### src/rtl/weight_stream_pkg.sv
// Shared constants and FSM state type for the weight stream scheduler.
package weight_stream_pkg;

    localparam int unsigned DEFAULT_DATA_WIDTH  = 128;
    localparam int unsigned DEFAULT_DEPTH       = 576;
    localparam int unsigned DEFAULT_ROM_LATENCY = 2;
    localparam int unsigned DEFAULT_PASS_WIDTH  = 8;
    localparam int unsigned DEFAULT_FIFO_DEPTH  = 4;

    typedef enum logic [1:0] {
        ST_IDLE  = 2'd0,
        ST_RUN   = 2'd1,
        ST_DRAIN = 2'd2,
        ST_DONE  = 2'd3
    } state_t;

endpackage

### src/rtl/weight_stream_fifo.sv
// Synchronous first-word-fall-through buffer between the ROM pipeline and the
// consumer; writes into a full buffer and reads from an empty one are dropped.
module weight_stream_fifo #(
    parameter int unsigned DATA_WIDTH = 128,
    parameter int unsigned FIFO_DEPTH = 4,
    parameter int unsigned CNT_WIDTH  = $clog2(FIFO_DEPTH + 1)
) (
    input  logic                  clk,
    input  logic                  rst,
    input  logic                  wr_en,
    input  logic [DATA_WIDTH-1:0] wr_data,
    input  logic                  rd_en,
    output logic [DATA_WIDTH-1:0] rd_data,
    output logic                  valid,
    output logic [CNT_WIDTH-1:0]  count
);

    localparam int unsigned PTR_WIDTH = (FIFO_DEPTH > 1) ? $clog2(FIFO_DEPTH) : 1;

    logic [DATA_WIDTH-1:0] mem [FIFO_DEPTH];
    logic [PTR_WIDTH-1:0]  wr_ptr;
    logic [PTR_WIDTH-1:0]  rd_ptr;
    logic                  do_wr;
    logic                  do_rd;

    assign do_wr   = wr_en && (count != CNT_WIDTH'(FIFO_DEPTH));
    assign do_rd   = rd_en && (count != '0);
    assign valid   = (count != '0);
    assign rd_data = mem[rd_ptr];

    // Storage array carries no reset; only pointers and occupancy do.
    always_ff @(posedge clk) begin
        if (do_wr) begin
            mem[wr_ptr] <= wr_data;
        end
    end

    always_ff @(posedge clk) begin
        if (rst) begin
            wr_ptr <= '0;
            rd_ptr <= '0;
            count  <= '0;
        end else begin
            if (do_wr) begin
                wr_ptr <= (wr_ptr == PTR_WIDTH'(FIFO_DEPTH - 1)) ? '0 : wr_ptr + PTR_WIDTH'(1);
            end
            if (do_rd) begin
                rd_ptr <= (rd_ptr == PTR_WIDTH'(FIFO_DEPTH - 1)) ? '0 : rd_ptr + PTR_WIDTH'(1);
            end
            unique case ({do_wr, do_rd})
                2'b10:   count <= count + CNT_WIDTH'(1);
                2'b01:   count <= count - CNT_WIDTH'(1);
                default: count <= count;
            endcase
        end
    end

endmodule

### src/rtl/weight_stream_scheduler.sv
// Streams a weight ROM num_passes times into a flow-controlled output port.
// Optional WEIGHT_STREAM_SCHEDULER_PERF_EN adds a saturating stall_cycles counter.
module weight_stream_scheduler
    import weight_stream_pkg::*;
#(
    parameter int unsigned DATA_WIDTH  = DEFAULT_DATA_WIDTH,
    parameter int unsigned DEPTH       = DEFAULT_DEPTH,
    parameter int unsigned ADDR_WIDTH  = $clog2(DEPTH) + 1,
    parameter int unsigned ROM_LATENCY = DEFAULT_ROM_LATENCY,
    parameter int unsigned PASS_WIDTH  = DEFAULT_PASS_WIDTH,
    parameter int unsigned FIFO_DEPTH  = DEFAULT_FIFO_DEPTH
) (
    input  logic                  clk,
    input  logic                  rst,
    input  logic                  start,
    input  logic [PASS_WIDTH-1:0] num_passes,
    output logic                  busy,
    output logic                  done,
    output logic [ADDR_WIDTH-1:0] rom_addr,
    output logic                  rom_ce,
    input  logic [DATA_WIDTH-1:0] rom_q,
    output logic [DATA_WIDTH-1:0] data_out,
    output logic                  data_out_valid,
    input  logic                  data_out_ready
`ifdef WEIGHT_STREAM_SCHEDULER_PERF_EN
    ,
    output logic [31:0]           stall_cycles
`endif
);

    localparam int unsigned CNT_WIDTH = $clog2(FIFO_DEPTH + 1);
    localparam int unsigned INF_WIDTH = $clog2(ROM_LATENCY + 1);

    if (FIFO_DEPTH < ROM_LATENCY + 2) begin : g_depth_check
        $error("weight_stream_scheduler: FIFO_DEPTH must be at least ROM_LATENCY+2");
    end

    state_t                 state;
    state_t                 next_state;
    logic [ROM_LATENCY-1:0] rd_pipe;
    logic [INF_WIDTH-1:0]   inflight;
    logic [CNT_WIDTH-1:0]   occ;
    logic [PASS_WIDTH-1:0]  pass_cnt;
    logic [PASS_WIDTH-1:0]  num_q;
    logic                   room;
    logic                   issue;
    logic                   pop;
    logic                   last_addr;
    logic                   last_pass;
    logic                   accept;

    assign rom_ce    = 1'b1;
    assign pop       = data_out_valid && data_out_ready;
    assign last_addr = (rom_addr == ADDR_WIDTH'(DEPTH - 1));
    assign last_pass = (pass_cnt == num_q - PASS_WIDTH'(1));
    assign accept    = (state == ST_IDLE) && start;

    // Reads in flight plus buffered beats bound the buffer space still needed.
    always_comb begin
        inflight = '0;
        for (int i = 0; i < int'(ROM_LATENCY); i++) begin
            inflight = inflight + INF_WIDTH'(rd_pipe[i]);
        end
        room = (32'(inflight) + 32'(occ)) < FIFO_DEPTH;
    end

    always_ff @(posedge clk) begin
        if (rst) begin
            state <= ST_IDLE;
        end else begin
            state <= next_state;
        end
    end

    always_comb begin
        next_state = state;
        issue      = 1'b0;
        unique case (state)
            ST_IDLE: begin
                if (start) begin
                    next_state = (num_passes == '0) ? ST_DONE : ST_RUN;
                end
            end
            ST_RUN: begin
                issue = room;
                if (room && last_addr && last_pass) begin
                    next_state = ST_DRAIN;
                end
            end
            ST_DRAIN: begin
                if (pop && (inflight == '0) && (occ == CNT_WIDTH'(1))) begin
                    next_state = ST_DONE;
                end
            end
            ST_DONE: begin
                next_state = ST_IDLE;
            end
            default: begin
                next_state = ST_IDLE;
            end
        endcase
    end

    // Address/pass sequencing, read-valid pipeline and registered status outputs.
    always_ff @(posedge clk) begin
        if (rst) begin
            rom_addr <= '0;
            pass_cnt <= '0;
            num_q    <= '0;
            rd_pipe  <= '0;
            busy     <= 1'b0;
            done     <= 1'b0;
        end else begin
            busy    <= (next_state != ST_IDLE);
            done    <= (next_state == ST_DONE);
            rd_pipe <= (rd_pipe << 1) | ROM_LATENCY'(issue);
            if (accept) begin
                rom_addr <= '0;
                pass_cnt <= '0;
                num_q    <= num_passes;
            end else if (issue) begin
                if (last_addr) begin
                    rom_addr <= '0;
                    pass_cnt <= pass_cnt + PASS_WIDTH'(1);
                end else begin
                    rom_addr <= rom_addr + ADDR_WIDTH'(1);
                end
            end
        end
    end

    weight_stream_fifo #(
        .DATA_WIDTH (DATA_WIDTH),
        .FIFO_DEPTH (FIFO_DEPTH),
        .CNT_WIDTH  (CNT_WIDTH)
    ) u_fifo (
        .clk     (clk),
        .rst     (rst),
        .wr_en   (rd_pipe[ROM_LATENCY-1]),
        .wr_data (rom_q),
        .rd_en   (pop),
        .rd_data (data_out),
        .valid   (data_out_valid),
        .count   (occ)
    );

`ifdef WEIGHT_STREAM_SCHEDULER_PERF_EN
    always_ff @(posedge clk) begin
        if (rst || accept) begin
            stall_cycles <= '0;
        end else if (data_out_valid && !data_out_ready && (stall_cycles != '1)) begin
            stall_cycles <= stall_cycles + 32'd1;
        end
    end
`endif

endmodule
### config.mk
export PLATFORM = sky130hd
export DESIGN_NAME = weight_stream_scheduler
export DESIGN_NICKNAME = d
export VERILOG_FILES = /design/src/rtl/weight_stream_pkg.sv /design/src/rtl/weight_stream_fifo.sv /design/src/rtl/weight_stream_scheduler.sv
export SDC_FILE = /design/constraint.sdc
export NUM_CORES = 1
export LEC_CHECK = 0
export CELL_PAD_IN_SITES_DETAIL_PLACEMENT = 0
export CELL_PAD_IN_SITES_GLOBAL_PLACEMENT = 1
export CORE_MARGIN = 2
export CORE_UTILIZATION = 49
export CTS_BUF_LIST = sky130_fd_sc_hd__clkbuf_2
export CTS_CLUSTER_DIAMETER = 30
export DETAILED_ROUTE_END_ITERATION = 8
export PLACE_DENSITY_LB_ADDON = 0.1
export SYNTH_ARGS = -nofsm -noshare
export SYNTH_HDL_FRONTEND = slang
export SYNTH_SLANG_ARGS = --single-unit
### constraint.sdc
create_clock -name clk -period 5.5 [get_ports clk]
set_clock_uncertainty 0.1 [all_clocks]
set_input_delay 0.55 -clock clk [delete_from_list [all_inputs] [get_ports clk]]
set_output_delay 0.55 -clock clk [all_outputs]
set_load 0.02 [all_outputs]
==> out/results.tsv <==
metric	value	unit
Leakage	8.95	nW
DR WL/cell	20.1	µm
clk_lat worst skew	1.02	ns
final net count	1611	
drt total wl	42.2	mm
Detail Route met2 WL	21.0	mm
Synth area leader	edfxtp_1	
num ports	283	
Die H	209	µm
all-layer global routing usage	19.8	%
first-pass GRT wire length	65.3	mm
Relative slew margins	30.0	%
number of library cell types mapped by synthesis	50	
Non-Filler Instances	2104	
Clock transition at path regs	0.11	ns
die width	209	µm
fin crit period	4.23	ns
GRT overflow	0	
antenna violations before repair	1	
DR vias	10900	
final core utilization	64.4	%
Clock Tree Buf Depth	3	
fin. max-slew vios	0	
Post-synth EDFFs	512	
metal3 WL	2.40	mm
outcome	completed	
Iter 0 DRT Violations	613	
largest net degree at the start of global routing	80	
Fill cells	3042	
Final Cycle Share	76.8	%
Synth warnings	0	
Initial Util	49.5	%
Core ar.	41800	µm²
Worst Setup End Kind	output pin	
Die Area	43800	µm²
post-synth top area share	74.4	%
register area share after synthesis	78.5	%
critical path type	reg -> out	
DP Cell Count	1715	
endpoints failing hold	0	
synthesized cell area	20700	µm²
Net Count, Synth	1082	
synthesis-to-finish area growth	30.2	%
synth top area cells	edfxtp_1 74%, mux4_2 14%, dfxtp_1 4.1%, ha_1 0.97%, nor2_1 0.78%	
TNS Setup	0	ns
Final HPWL DP	23.9	mm
Antenna Nets Post-Route	0	
maximum VDD drop	0.194	mV
worst endpoint required time	4.85	ns
Post-Route M1 WL	18.1	mm
Synth Instances	926	
async set or reset register ratio after synthesis	0	%
flip-flop and latch count after synthesis	554	
Max Used Layer	met4	
vias in the first global route	11900	
setup bufs post-CTS	0	
PD cells	360	nW/µm²
Max Clk Rate	237	MHz
routability cong.	0.723	
crit-path max FO	44	
CTS H-tree lvls	4	
PortBufs	281	
max-cap violations	0	
Tightest Pin Transition	1.05	ns
Vias/cell	5.20	
share of layout cells above drive strength 1	24.3	%
Worst Hold Class	in -> reg	
CP Data Arrival Time	3.58	ns
Final Total Pwr	9.69	mW
Worst Setup Start Kind	register	
First-pass DRT Iterations	4	
row count	75	
Clock Root Buffer	clkbuf_2	
total CTS buffers	142	
Final setup viols	0	
CTS tree	yes	
Residual DRC	0	
Top FF cell, synth	edfxtp_1	
CTS sink count	554	
hold_buf cts	135	
post-CTS sizing	0	
RSZ-0062 raised after global routing	no	
Avg Cell Area, Syn	22.3	µm²
registers in the layout, indices dropped and copies added (netlist names), 3 cells and up, named ones only:
name,count
u_fifo.count,3
num_q,8
pass_cnt,8
u_fifo.mem,512
rom_addr,11
cell usage after synthesis (2+ instances only):
library cell and n:
nor4b_1 2, buf_2 18, a21oi_1 12, clkbuf_1 17, and4_1 3, mux2i_1 8, nand4_1 5, and3_1 6
edfxtp_1 512, a211o_1 2, nor2_1 43, ha_1 16, dfxtp_1 42, buf_1 2, o21ai_0 3, or3_1 2
nand2_1 12, inv_1 17, nand3_1 8, a211oi_1 3, nor4_2 2, nor3_1 12, mux4_2 128, xor2_1 9
xnor2_1 17
kinds of logic after synthesis:
| family | share of synthesized area, % |
|---|---|
| flops | 78.5 |
| mux | 14.4 |
| simple gates | 2.82 |
| buf+inv | 1.18 |
| compound gates | 1.05 |
| xor+xnor | 1.10 |
| fa+ha+maj | 0.969 |
| other cells | 0.0181 |
metrics by stage:
stage | cell area [µm²] | hold WS, ns | setup slack, ns
finish | 26900 | 0.186 | 1.27
global route | 26900 | 0.0641 | 0.894
CTS | 26900 | 0.0261 | 0.981
detailed placement | 24100 | 0.369 | 2.20
global placement | 24100 | 0.361 | 2.19
floorplan | 20700 | 0.341 | 1.10
layer usage:
metal	GRT usage, %	vias up
met3	5.52	60
met2	32.1	324
met5	0	-
met1	25.8	5560
met4	7.39	0
li1	-	4996
path summary, 6_finish.rpt:
check / startpoint / to / slack (ns) / cells after the start
max: register / data_out[124] / 1.27 / 3
min: rom_q[80] / u_fifo.mem[3][80]$_DFFE_PP_ / 0.19 / 1
max reg2reg: u_fifo.count[0]$_SDFFE_PP0P_ / u_fifo.mem[2][46]$_DFFE_PP_ / 2.68 / 5
min reg2reg: rd_pipe[0]$_SDFF_PP0_ / rd_pipe[1]$_SDFF_PP0_ / 0.37 / 2
placed cells by master, fill, tap and decap left out, types with 2 or more instances in the layout:
cell	Yosys	final
nand3_1	8	8
xor2_1	9	9
clkdlybuf4s50_1	0	281
mux2i_1	8	8
mux4_2	128	128
nor4_2	2	2
a211o_1	2	2
o21ai_0	3	3
and3_4	0	4
buf_12	0	7
clkinvlp_4	0	2
inv_1	17	17
nand4_1	5	5
edfxtp_1	512	512
inv_2	0	5
nor4b_1	2	2
clkbuf_2	0	212
dlygate4sd3_1	0	135
xnor2_1	17	17
nor3_1	12	12
dfxtp_4	0	2
bufinv_16	0	7
and4_1	3	3
diode_2	0	3
dfxtp_1	42	40
clkinv_1	0	22
nor2_1	43	43
or3_1	2	2
nand2_1	12	12
a21oi_1	12	12
clkinv_2	0	3
a211oi_1	3	3
ha_1	16	16
and3_1	6	2
critical path, cell delays in order, from the launching register on:
cell and delay (ns):
dfxtp_4 0.93, buf_12 0.40, mux4_2 0.62, clkdlybuf4s50_1 0.58
final cells by class:
class / count / area [µm²] / share of cell area, %
tap: 539 / 674 / 2.51
inverter: 17 / 63.8 / 0.237
antenna: 3 / 7.51 / 0.0279
sequential: 554 / 16200 / 60.3
clock buffer: 212 / 1060 / 3.94
multi-input combinational: 316 / 4230 / 15.7
clock inverter: 39 / 342 / 1.27
timing repair buffer: 424 / 4310 / 16.0
power breakdown:
group | switching, mW | internal (mW)
combinational | 0.910 | 1.08
sequential | 0.112 | 4.66
clock | 1.57 | 1.35
total | 2.59 | 7.10
Power figures use the tool's default switching activity.
